$ cat src/rtl/bcp_scheduler.sv
// bcp_scheduler: Boolean constraint propagation over one bin of clauses.
// Clauses are scanned one per cycle against a working assignment. A unit
// clause forces its free literal; an unsatisfiable clause ends the run in
// conflict. Scanning repeats while passes keep producing implications.
// Optional feature macro: BCP_IMP_COUNT_EN adds imp_cnt_o, an 8-bit
// saturating count of implications made during the last run.
module bcp_scheduler #(
    parameter int NUM_VARS_A_BIN    = 8,
    parameter int NUM_CLAUSES_A_BIN = 16
) (
    input  logic                                 clk,
    input  logic                                 rst,
    input  logic                                 wr_clause_i,
    input  logic [$clog2(NUM_CLAUSES_A_BIN)-1:0] clause_addr_i,
    input  logic [NUM_VARS_A_BIN*2-1:0]          clause_lits_i,
    input  logic [$clog2(NUM_CLAUSES_A_BIN):0]   num_clauses_i,
    input  logic                                 start_i,
    input  logic [NUM_VARS_A_BIN*3-1:0]          var_value_i,
    output logic [NUM_VARS_A_BIN*3-1:0]          var_value_o,
    output logic                                 busy_o,
    output logic                                 done_o,
    output logic                                 conflict_o,
    output logic [$clog2(NUM_CLAUSES_A_BIN)-1:0] conflict_idx_o
`ifdef BCP_IMP_COUNT_EN
    ,
    output logic [7:0]                           imp_cnt_o
`endif
);

    localparam int AW = $clog2(NUM_CLAUSES_A_BIN);
    localparam int CW = AW + 1;
    localparam int VW = (NUM_VARS_A_BIN > 1) ? $clog2(NUM_VARS_A_BIN) : 1;

    typedef enum logic [1:0] {IDLE, SCAN, DONE} state_t;

    state_t                      state;
    logic [NUM_VARS_A_BIN*2-1:0] mem [NUM_CLAUSES_A_BIN];
    logic [AW-1:0]               idx;
    logic [CW-1:0]               num_q;
    logic                        changed;

    logic                        sat;
    logic [1:0]                  free_cnt;
    logic [VW-1:0]               free_var;
    logic [1:0]                  free_lit;
    logic                        imp;
    logic                        last;

    // Evaluate clause[idx] against the working assignment: satisfied flag,
    // free-literal count (saturating at 2) and the free literal itself.
    always_comb begin
        logic [NUM_VARS_A_BIN*2-1:0] clause;
        logic [1:0]                  lit;
        logic [1:0]                  val;
        sat      = 1'b0;
        free_cnt = 2'd0;
        free_var = '0;
        free_lit = 2'b00;
        clause   = mem[idx];
        for (int unsigned i = 0; i < NUM_VARS_A_BIN; i++) begin
            lit = clause[2*i +: 2];
            val = var_value_o[3*i +: 2];
            if (lit == 2'b01 || lit == 2'b10) begin
                if (val == lit) begin
                    sat = 1'b1;
                end else if (val == 2'b00) begin
                    if (free_cnt != 2'd2) free_cnt = free_cnt + 2'd1;
                    free_var = VW'(i);
                    free_lit = lit;
                end
            end
        end
        imp  = !sat && (free_cnt == 2'd1);
        last = ({1'b0, idx} == (num_q - CW'(1)));
    end

    // Clause memory writes and the IDLE/SCAN/DONE controller with registered outputs.
    always_ff @(posedge clk) begin
        if (rst) begin
            state          <= IDLE;
            var_value_o    <= '0;
            busy_o         <= 1'b0;
            done_o         <= 1'b0;
            conflict_o     <= 1'b0;
            conflict_idx_o <= '0;
            idx            <= '0;
            num_q          <= '0;
            changed        <= 1'b0;
            for (int unsigned i = 0; i < NUM_CLAUSES_A_BIN; i++) mem[i] <= '0;
`ifdef BCP_IMP_COUNT_EN
            imp_cnt_o      <= '0;
`endif
        end else begin
            done_o <= 1'b0;
            if (state == IDLE && wr_clause_i &&
                (int'(clause_addr_i) < NUM_CLAUSES_A_BIN))
                mem[clause_addr_i] <= clause_lits_i;

            case (state)
                IDLE: begin
                    if (start_i) begin
                        var_value_o <= var_value_i;
                        num_q       <= num_clauses_i;
                        idx         <= '0;
                        changed     <= 1'b0;
                        conflict_o  <= 1'b0;
                        busy_o      <= 1'b1;
`ifdef BCP_IMP_COUNT_EN
                        imp_cnt_o   <= '0;
`endif
                        if (num_clauses_i == '0) begin
                            state  <= DONE;
                            done_o <= 1'b1;
                        end else begin
                            state <= SCAN;
                        end
                    end
                end
                SCAN: begin
                    if (!sat && free_cnt == 2'd0) begin
                        conflict_o     <= 1'b1;
                        conflict_idx_o <= idx;
                        state          <= DONE;
                        done_o         <= 1'b1;
                    end else begin
                        if (imp) begin
                            var_value_o[3*free_var +: 3] <= {1'b1, free_lit};
`ifdef BCP_IMP_COUNT_EN
                            if (imp_cnt_o != 8'hFF) imp_cnt_o <= imp_cnt_o + 8'd1;
`endif
                        end
                        if (last) begin
                            // Another pass is needed if anything changed, this cycle included.
                            if (changed || imp) begin
                                idx     <= '0;
                                changed <= 1'b0;
                            end else begin
                                state  <= DONE;
                                done_o <= 1'b1;
                            end
                        end else begin
                            idx     <= idx + AW'(1);
                            changed <= changed | imp;
                        end
                    end
                end
                DONE: begin
                    state  <= IDLE;
                    busy_o <= 1'b0;
                end
                default: state <= IDLE;
            endcase
        end
    end

endmodule

$ cat config.mk
export PLATFORM = sky130hd
export DESIGN_NAME = bcp_scheduler
export DESIGN_NICKNAME = d
export VERILOG_FILES = /design/src/rtl/bcp_scheduler.sv
export SDC_FILE = /design/constraint.sdc
export NUM_CORES = 1
export LEC_CHECK = 0
export CORE_UTILIZATION = 35
export CTS_CLUSTER_DIAMETER = 60
export DETAILED_ROUTE_END_ITERATION = 6
export PLACE_DENSITY = 0.51
export SYNTH_ARGS = -nofsm -noshare
export SYNTH_HDL_FRONTEND = slang
export SYNTH_SLANG_ARGS = --single-unit
$ cat constraint.sdc
create_clock -name clk -period 9.5 [get_ports clk]
set_input_delay 2.85 -clock clk [delete_from_list [all_inputs] [get_ports clk]]
set_output_delay 2.85 -clock clk [all_outputs]
set_load 0.005 [all_outputs]
[After elaboration in Yosys (flattened, before gate mapping)]
Memories as Yosys holds them, arrays and structs flattened. A register that Yosys moved wholly into a read port is not among the register bits.
Cells that the tools add are included.
Storage, ports and cells
  logic and storage cells: 233
  bits in writable memories: 256
  bits in registers: 43
  memories kept: 1
  bits of input ports: 53
  output and inout bits: 31
Memories
  mem: words 16, bits a word 16, read ports 1, clocked after memory_dff 1, wr ports 16, line 37  | logic [NUM_VARS_A_BIN*2-1:0] mem [NUM_CLAUSES_A_BIN];
Operators by class
  bitwise gates (word level): 1
  add/sub/neg operators: 10
  equality and inequality tests: 42
  $mul: 1
  shift operators: 2
  muxes and demuxes: 133
  reduce and logical (&&, ||, !) cells: 34
Operators with widths (number)
  2-bit 2-to-1 mux: 57
  24-bit 2-to-1 mux: 3
  3-bit 2-to-1 mux: 18
  24-bit case mux with 2 select lines: 1
  1-bit 2-to-1 mux: 39
  5-bit negation with 34-bit output: 1
  3-bit by 34-bit variable shift with 24-bit output (first input constant): 1
  3-bit by 34-bit variable part select with 24-bit output: 1
  4-bit 2-to-1 mux: 7
  24-bit bitwise mux: 1
  2-bit inequality test (second input constant): 11
  2-bit by 1-bit == test with 1-bit output (second input constant): 10
  2-bit zero test: 10
  2-bit == test (second input constant): 9
  2-bit == test: 8
  16-bit 2-to-1 mux: 1
  16-bit OR reduction: 1
  2-bit by 1-bit adder with 2-bit output (second input constant): 7
  1-bit logical OR: 9
  3-bit inequality test (second input constant): 3
  1-bit case mux with 2 select lines: 4
  4-bit case mux with 2 select lines: 1
  4-bit AND reduction: 2
  2-bit AND reduction: 3
  other kinds (11): 15

[Depth between registers and ports, before layout]
Gate-level depths: netlist (run 1).
  word-level depth: 48
  mapped depth: 26
  depth with buffers taken out: 22

[Worst setup path before layout (run 1)]
OpenSTA, ideal clock, no wires.
  kind: register -> register
  start: register (tool-made name)
  end: register var_value_o[4]
  setup slack: 3.925 ns
  path buffers: 4
  stages on the path, launching flop included: 26
  arrival: 5.443 ns
  data required time: 9.368 ns
  setup time: 0.132 ns
  period minus slack after synthesis: 5.575 ns
  cells stage by stage: dfxtp_1 -> buf_2 -> buf_2 -> buf_1 -> mux4_2 -> mux2i_1 -> xnor2_1 -> nand2_1 -> nor3b_1 -> ha_1 -> nand2_1 -> and2_1 -> ha_1 -> nor3b_1 -> o21bai_1 -> a32oi_1 -> o211a_1 -> o22a_1 -> xor2_1 -> ha_1 -> nor3b_1 -> o21ai_2 -> or2_2 -> clkbuf_1 -> a32oi_1 -> a21oi_1
RTL lines
  end signal: assignment: line 102  | var_value_o <= var_value_i;
  end signal: indexed assignment: line 127  | var_value_o[3*free_var +: 3] <= {1'b1, free_lit};
  end: declaration: line 19  | output logic [NUM_VARS_A_BIN*3-1:0] var_value_o,

==> results of run 1 <==
## worst reg2reg max path, delay by kind of cell (launching register included)
kind / cells / cell delay, ns
buf+inv: 3 / 0.86
mux: 2 / 0.61
fa+ha+maj: 3 / 0.80
simple gates: 8 / 1.46
flops: 1 / 0.95
xor+xnor: 1 / 0.17
compound gates: 7 / 1.73
## layout by cell type (no fill, tap or decap), types with 5 or more instances in the layout
cell | Yosys | final
sky130_fd_sc_hd__nand3_1 | 25 | 25
sky130_fd_sc_hd__nor2_1 | 54 | 48
sky130_fd_sc_hd__o22ai_1 | 10 | 10
sky130_fd_sc_hd__or2_2 | 11 | 11
sky130_fd_sc_hd__a31oi_1 | 8 | 8
sky130_fd_sc_hd__inv_1 | 24 | 24
sky130_fd_sc_hd__mux4_2 | 65 | 65
sky130_fd_sc_hd__clkdlybuf4s50_1 | 0 | 82
sky130_fd_sc_hd__xor2_1 | 12 | 12
sky130_fd_sc_hd__nor3_1 | 30 | 26
sky130_fd_sc_hd__o21ai_1 | 2 | 6
sky130_fd_sc_hd__mux2_2 | 12 | 12
sky130_fd_sc_hd__edfxtp_1 | 256 | 256
sky130_fd_sc_hd__nor2b_1 | 5 | 5
sky130_fd_sc_hd__o21ai_0 | 33 | 21
sky130_fd_sc_hd__clkbuf_1 | 57 | 9
sky130_fd_sc_hd__a221oi_1 | 7 | 7
sky130_fd_sc_hd__nand4_1 | 8 | 8
sky130_fd_sc_hd__xnor2_1 | 10 | 10
sky130_fd_sc_hd__clkinv_1 | 0 | 5
sky130_fd_sc_hd__o21ai_2 | 1 | 9
sky130_fd_sc_hd__nand2_1 | 54 | 54
sky130_fd_sc_hd__a211oi_1 | 11 | 11
sky130_fd_sc_hd__ha_1 | 9 | 9
sky130_fd_sc_hd__o211ai_1 | 7 | 7
sky130_fd_sc_hd__a21oi_1 | 33 | 33
sky130_fd_sc_hd__and2_1 | 267 | 267
sky130_fd_sc_hd__mux2i_1 | 26 | 26
sky130_fd_sc_hd__nor2_2 | 1 | 7
sky130_fd_sc_hd__clkbuf_16 | 0 | 37
sky130_fd_sc_hd__nand3b_1 | 9 | 9
sky130_fd_sc_hd__dfxtp_1 | 47 | 43
sky130_fd_sc_hd__nand2b_1 | 11 | 11
sky130_fd_sc_hd__nor3b_1 | 8 | 8
sky130_fd_sc_hd__o22a_1 | 5 | 5
sky130_fd_sc_hd__buf_4 | 5 | 30
## layer usage
layer	GRT usage	vias to the layer above
met2	0.321	233
met1	0.262	4885
met4	0.0647	0
met3	0.0282	66
met5	0	-
li1	-	4574
## cell type report
type,count,area [µm²]
Clock buffer,46,960
Sequential cell,303,8640
Fill cell,3935,24500
Tap cell,577,722
Clock inverter,15,169
Multi-Input combinational cell,793,6180
Inverter,24,90.1
Timing Repair Buffer,113,1050
## registers in the layout (all words and copies together), names as in the netlist, named ones only
signal / count
conflict_idx_o: 4
idx: 4
busy_o: 1
var_value_o: 24
conflict_o: 1
mem: 256
num_q: 5
state: 2
done_o: 1
changed: 1
## power by group
group / switching [mW] / total (mW) / internal [mW]
clock: 0.564 / 1.34 / 0.775
sequential: 0.0999 / 1.65 / 1.55
combinational: 0.800 / 1.35 / 0.546
total: 1.46 / 4.34 / 2.87
## how the worst min path moves through the flow
stage / from / end / slack (ns) / cells past startpoint
global route: var_value_o[20] / var_value_o[20] / 0.48 / 2
CTS: var_value_o[8] / var_value_o[8] / 0.46 / 2
floorplan: num_q[4] / num_q[4] / 0.45 / 2
detailed placement: var_value_o[8] / var_value_o[8] / 0.45 / 2
finish: var_value_o[20] / var_value_o[20] / 0.46 / 2
global placement: var_value_o[8] / var_value_o[8] / 0.44 / 2
## cells by family (layout without fill, tap and decap cells)
logic type | Yosys count | in the layout | share of synthesized area
AOI/OAI and AO/OA | 153 | 153 | 0.0691
xor gates and xnor gates | 22 | 22 | 0.0127
adders and majority gates | 10 | 10 | 0.00808
buffers and inverters | 100 | 198 | 0.0287
DFF | 303 | 303 | 0.569
muxes | 104 | 104 | 0.124
and+or+nand+nor | 504 | 504 | 0.189
==> metrics.md, run 1 <==
| Metric | Value |
|---|---|
| Result of the run | complete, no violations |
| Hold crit path type | reg -> reg |
| Setup repair after global routing missed its margin | false |
| Placed Instances | 1,810 |
| Critical path class | reg -> reg |
| Final Cycle Share | 0.702 |
| Setup crit start kind | flip-flop |
| Final worst setup slack | 2.83 ns |
| Vias in the first global route | 9,852 |
| Total cell area at the placement stage | 16,700 µm² |
| Global routing usage summed across all routing layers | 0.194 |
| VDD IR max | 0.000134 V |
| Number of buffers inserted by port buffering | 83 |
| Wire length of the first global-routing pass | 63.2 mm |
| Chip width | 210 µm |
| Number of nets at the end of the flow | 1,333 |
| Root buffer cell | sky130_fd_sc_hd__clkbuf_16 |
| CTS tree | done |
| Crit path capture type | flip-flop |
| Synthesized net count | 1,258 |
| Cell type of the slowest stage on the worst timing path | sky130_fd_sc_hd__dfxtp_2 |
| # hold bufs at CTS | 0 |
| Smallest hold slack | 0.456 ns |
| ANT cells | 0 |
| Highest routed layer | met4 |
| Most area-consuming cells after synthesis | sky130_fd_sc_hd__edfxtp_1, sky130_fd_sc_hd__and2_1, sky130_fd_sc_hd__mux4_2 |
| Final cell utilization of the core | 0.421 |
| Max Buffers Root-to-Sink | 3 |
| Maxcap violations | 0 |
| Instance count on the critical path | 24 |
| Minimum clock period | 6.67 ns |
| # clock sinks | 303 |
| Area added between synthesis and finish | 17.3% |
| Post-synth top area share | 0.507 |
| Overall power of the completed layout | 4.34 mW |
| Final wirelength | 41.8 mm |
| Post-synth top cells | sky130_fd_sc_hd__and2_1, sky130_fd_sc_hd__edfxtp_1, sky130_fd_sc_hd__mux4_2 |
| Required arrival time at the worst endpoint | 9.95 ns |
| Iteration count of the initial detailed-routing pass | 5 |
| Post-synthesis average cell area | 12.7 µm² |
| Number of synthesized flops with an enable pin | 256 |
| Register bit count reported by yosys | 303 |
| Dominant synthesized flop cell | sky130_fd_sc_hd__edfxtp_1 |
| Number of primary I/O pins | 84 |
| Largest net degree at the start of global routing | 48 |
| Final TNS setup | 0 ns |
| Crit-path max FO | 33 |
| Final weighted congestion in routability-driven placement | 0.837 |
| Achievable Freq | 150 MHz |
| Reg clk slew, reported paths | 0.06 ns |
| Number of warning messages in the yosys log | 0 |
| Crit path largest cell delay | 0.95 ns |
| Most used standard cell by instance count after synthesis | sky130_fd_sc_hd__and2_1 |
| Detailed-route DRC error count | 0 |
| Post-DR vias/cell | 5.22 |
| CTS H-tree depth | 2 |
| Total overflow reported by the global router | 0 |
| Number of antenna violations at the first check in global routing | 1 |
| Async set-or-reset flop fraction in the synthesized netlist | 0 |
| Antenna Nets Post-Route | 0 |
| Post-synthesis instance total | 1,196 |
| Arr. time, crit path | 7.12 ns |
| Critical R2R Capture | var_value_o[12] |
| Register area share after synthesis | 0.569 |
| Buffers inserted during post-CTS setup optimization | 0 |
| Final-report hold violation count | 0 |
| Worst rel slew slack | 0.356 |
| Share of post-route cells with drive strength above 1 | 0.156 |
| Sum of met3 wire segment lengths after detailed routing | 1.78 mm |
| Initial DRC count | 734 |
| Cells resized by post-CTS repair | 0 |
| Count of unique library cells instantiated by Yosys | 75 |
| Netlist area before placement | 15,200 µm² |
| Number of failing setup endpoints in the final timing report | 0 |
| Area of all placed cells without fillers | 17,800 µm² |
| Final instance count without filler cells | 1,871 |
| Sum of buffers and inverters on the critical path | 3 |
| Pwr Density | 244 nW/µm² |
| Average detailed-routed wire length per instance | 22.3 µm |
| Clk_skew | 0.0293 ns |
| Depth of the worst register-to-register path | 24 |
| Met2 WL post-DR | 19.9 mm |
| Critical-path cell list | buf_4 -> mux4_2 -> mux2i_1 -> xor2_1 -> nor2_1 -> nor3b_1 -> ha_1 -> nand2_1 -> and2_1 -> ha_1 -> nor3b_1 -> a31oi_1 -> nand2_1 -> o2bb2ai_1 -> nor2_1 -> o2bb2ai_1 -> inv_1 -> ha_1 -> nor3b_1 -> o21ai_2 -> o21ai_1 -> buf_4 -> o21ai_0 -> a221oi_1 |
| Cell class contributing the biggest share of worst-path delay | compound AO/OA/AOI/OAI gates |
| Worst reg-to-reg setup slack | 2.83 ns |
| Pins over their slew limit | 0 |
| Worst setup endpoint | var_value_o[12] |
| Total Die Area | 44,200 µm² |
| Die Height | 210 µm |
| Transition time at the pin with the least slew margin | 0.963 ns |
| Core Footprint | 42,300 µm² |
| Insertion delay to the later sink of the worst-skew pair | 0.56 ns |
| Detailed Place HPWL | 26.8 mm |
| Cell type with the largest total area after synthesis | sky130_fd_sc_hd__edfxtp_1 |
| Number of standard-cell rows in the floorplan | 75 |
| Total number of vias | 9,758 |
| Leakage power total | 6.19 nW |
| Starting density of the core | 0.359 |
| Total CTS buffers | 36 |
| Worst slack at placement | 2.82 ns |
| Met1 Routed Length | 19.0 mm |
Note: power is estimated with default switching activity, not from simulation.
==> inputs of run 2 (changes only) <==
==> constraint.sdc (replaced) <==
create_clock -name clk -period 6.3 [get_ports clk]
set_input_delay 1.89 -clock clk [delete_from_list [all_inputs] [get_ports clk]]
set_output_delay 1.89 -clock clk [all_outputs]
set_load 0.005 [all_outputs]
==> metrics.md, run 2 (synthesis results as in run 1) <==
| Metric | Value |
|---|---|
| Final wirelength | 42.0 mm (+0.47%) |
| Core Footprint | 42,300 µm² (unchanged) |
| Largest register FFs | 256 (unchanged) |
| Leakage power total | 6.32 nW (+2.1%) |
| Largest net degree at the start of global routing | 47 (-2.1%) |
| Insertion delay to the later sink of the worst-skew pair | 0.55 ns (about the same) |
| Total overflow reported by the global router | 0 (unchanged) |
| Smallest hold slack | 0.457 ns (+0.000931 ns) |
| CTS tree | done |
| Starting density of the core | 0.359 (unchanged) |
| Die Height | 210 µm (unchanged) |
| Reg clk slew, reported paths | 0.06 ns (about the same) |
| Detailed Place HPWL | 27.5 mm (+2.7%) |
| Depth of the worst register-to-register path | 22 (-8.3%) |
| Vias in the first global route | 9,849 (-0.030%) |
| CTS H-tree depth | 2 (unchanged) |
| VDD IR max | 0.000157 V (+17%) |
| Total number of vias | 9,749 (-0.092%) |
| Registers with the highest flip-flop counts | mem (256), var_value_o (24), num_q (5) |
| Top library cells by usage in the layout, fill and taps aside | sky130_fd_sc_hd__and2_1, sky130_fd_sc_hd__edfxtp_1, sky130_fd_sc_hd__clkdlybuf4s50_1 |
| Relative contribution of sequential cells to total power | 0.375 (-0.006) |
| Total cell area at the placement stage | 16,800 µm² (+0.93%) |
| Chip width | 210 µm (unchanged) |
| Achievable Freq | 172 MHz (+15%) |
| Pwr Density | 368 nW/µm² (+51%) |
| Setup repair after global routing missed its margin | false |
| Number of standard-cell rows in the floorplan | 75 (unchanged) |
| Final TNS setup | 0 ns (unchanged) |
| Final weighted congestion in routability-driven placement | 0.848 (+1.4%) |
| # clock sinks | 303 (unchanged) |
| Switching part of the total | 0.333 (-0.00470) |
| Wire length of the first global-routing pass | 63.5 mm (+0.49%) |
| Crit path capture type | flip-flop |
| Final-report hold violation count | 0 (unchanged) |
| Global routing usage summed across all routing layers | 0.195 (+0.000349) |
| ANT cells | 0 (unchanged) |
| Max Buffers Root-to-Sink | 3 (unchanged) |
| Initial DRC count | 610 (-17%) |
| Commonest non-fill, non-tap cell in the layout | sky130_fd_sc_hd__and2_1 |
| Area of all placed cells without fillers | 18,000 µm² (+1.2%) |
| Maxcap violations | 0 (unchanged) |
| Critical path class | reg -> reg |
| Post-DR vias/cell | 5.15 (-1.3%) |
| Setup crit start kind | flip-flop |
| Final Cycle Share | 0.920 (+0.218) |
| Relative contribution of the clock network to total power | 0.309 (about the same) |
| Number of primary I/O pins | 84 (unchanged) |
| Number of filler instances in the final layout | 3,945 (+0.25%) |
| Minimum clock period | 5.80 ns (-0.876 ns) |
| Multi-input gate area | 6190 µm² (+0.26%) |
| Reg with most FFs | mem |
| Clk_skew | 0.0138 ns (-0.0155 ns) |
| Share of total power in combinational logic | 0.316 (+0.005) |
| Required arrival time at the worst endpoint | 6.74 ns (-3.21 ns) |
| Register Area | 8640 µm² (about the same) |
| Internal power summed over all cells | 4.42 mW (+54%) |
| Result of the run | complete, no violations |
| Instance count along the most critical hold path | 2 (unchanged) |
| Average detailed-routed wire length per instance | 22.2 µm (-0.69%) |
| Number of buffers inserted by port buffering | 83 (unchanged) |
| Transition time at the pin with the least slew margin | 0.994 ns (+0.0312 ns) |
| Crit path largest cell delay | 0.60 ns (-0.35 ns) |
| Overall power of the completed layout | 6.62 mW (+53%) |
| Number of nets at the end of the flow | 1,354 (+1.6%) |
| Pins over their slew limit | 0 (unchanged) |
| Critical-path cell list | buf_4 -> mux4_2 -> or3_1 -> o311a_1 -> mux2i_1 -> buf_4 -> nand2_1 -> and2_1 -> ha_1 -> nor3b_2 -> o21bai_1 -> a32oi_1 -> o211a_1 -> o22a_1 -> xor2_1 -> ha_1 -> nor3b_2 -> o21ai_2 -> o21ai_1 -> buf_12 -> o21ai_0 -> a221oi_1 |
| Worst rel slew slack | 0.336 (-0.0200) |
| Root buffer cell | sky130_fd_sc_hd__clkbuf_16 |
| Number of failing setup endpoints in the final timing report | 0 (unchanged) |
| Detailed-route DRC error count | 0 (unchanged) |
| Share of post-route cells with drive strength above 1 | 0.172 (+0.0156) |
| # hold bufs at CTS | 0 (unchanged) |
| Total CTS buffers | 37 (+2.8%) |
| Iteration count of the initial detailed-routing pass | 7 (+2) |
| Power dissipated by switching net loads | 2.21 mW (+51%) |
| Hold crit path type | reg -> reg |
| Cell type of the slowest stage on the worst timing path | sky130_fd_sc_hd__mux4_2 |
| Total Die Area | 44,200 µm² (unchanged) |
| Antenna Nets Post-Route | 0 (unchanged) |
| Arr. time, crit path | 6.24 ns (-0.88 ns) |
| Crit-path max FO | 21 (-36%) |
| Area added between synthesis and finish | 18.8% |
| Number of antenna violations at the first check in global routing | 1 (unchanged) |
## run 2: worst paths after layout
path / slack [ns] / to / startpoint
setup reg to reg: 0.50 / var_value_o[12] / flip-flop
hold reg to reg: 0.46 / var_value_o[8] / var_value_o[8]
hold / removal: 0.46 / var_value_o[8] / var_value_o[8]
setup / recovery: 0.50 / var_value_o[12] / flip-flop
## run 2: layer usage
metal | up-vias | routed length, µm | GRT usage
met2 | 236 | 20200 | 0.325
met3 | 51 | 1680 | 0.0274
met1 | 4846 | 19300 | 0.265
li1 | 4616 | - | -
met4 | 0 | 801 | 0.0531
met5 | - | 0 | 0
## run 2: power by group through the flow
stage / logic [mW] / clock network (mW) / registers (mW)
detailed placement: 2.07 / 0 / 2.53
CTS: 2.08 / 2.10 / 2.49
global route: 2.32 / 2.18 / 2.51
finish: 2.09 / 2.04 / 2.49
global placement: 2.06 / 0 / 2.53
floorplan: 1.43 / 0 / 2.47
## run 2: through the flow
step                      std cells  utilization  worst slack, ns
final                          1893        0.426            0.503
after global routing           1893        0.426           0.0508
after CTS                      1892        0.425            0.198
after detailed placement       1829        0.398            0.231
after global placement         1829        0.398            0.368
after floorplan                1196            -            0.725
## run 2: what timing repair did
item                                    4_1_cts  5_1_grt
buffers inserted                              0        1
endpoints found under the setup margin        0       36
gates resized for setup                       0        4
## run 2: layout make-up
type,instances,share of cell area
timing repair buffer,133,0.0680
multi-input combinational,793,0.344
clock buffer,49,0.0556
tap,577,0.0401
clock inverter,14,0.00833
sequential,303,0.479
inverter,24,0.00500
## run 2: worst max-delay path, delay by kind of cell (launching register included)
family	cells	cell delay (ns)
AO/OA/AOI/OAI	9	1.78
AND/OR/NAND/NOR	5	1.25
multiplexers	2	0.83
buffers and inverters	3	0.64
adder cells (fa/ha/maj)	2	0.56
flip-flops	1	0.46
XOR/XNOR	1	0.16
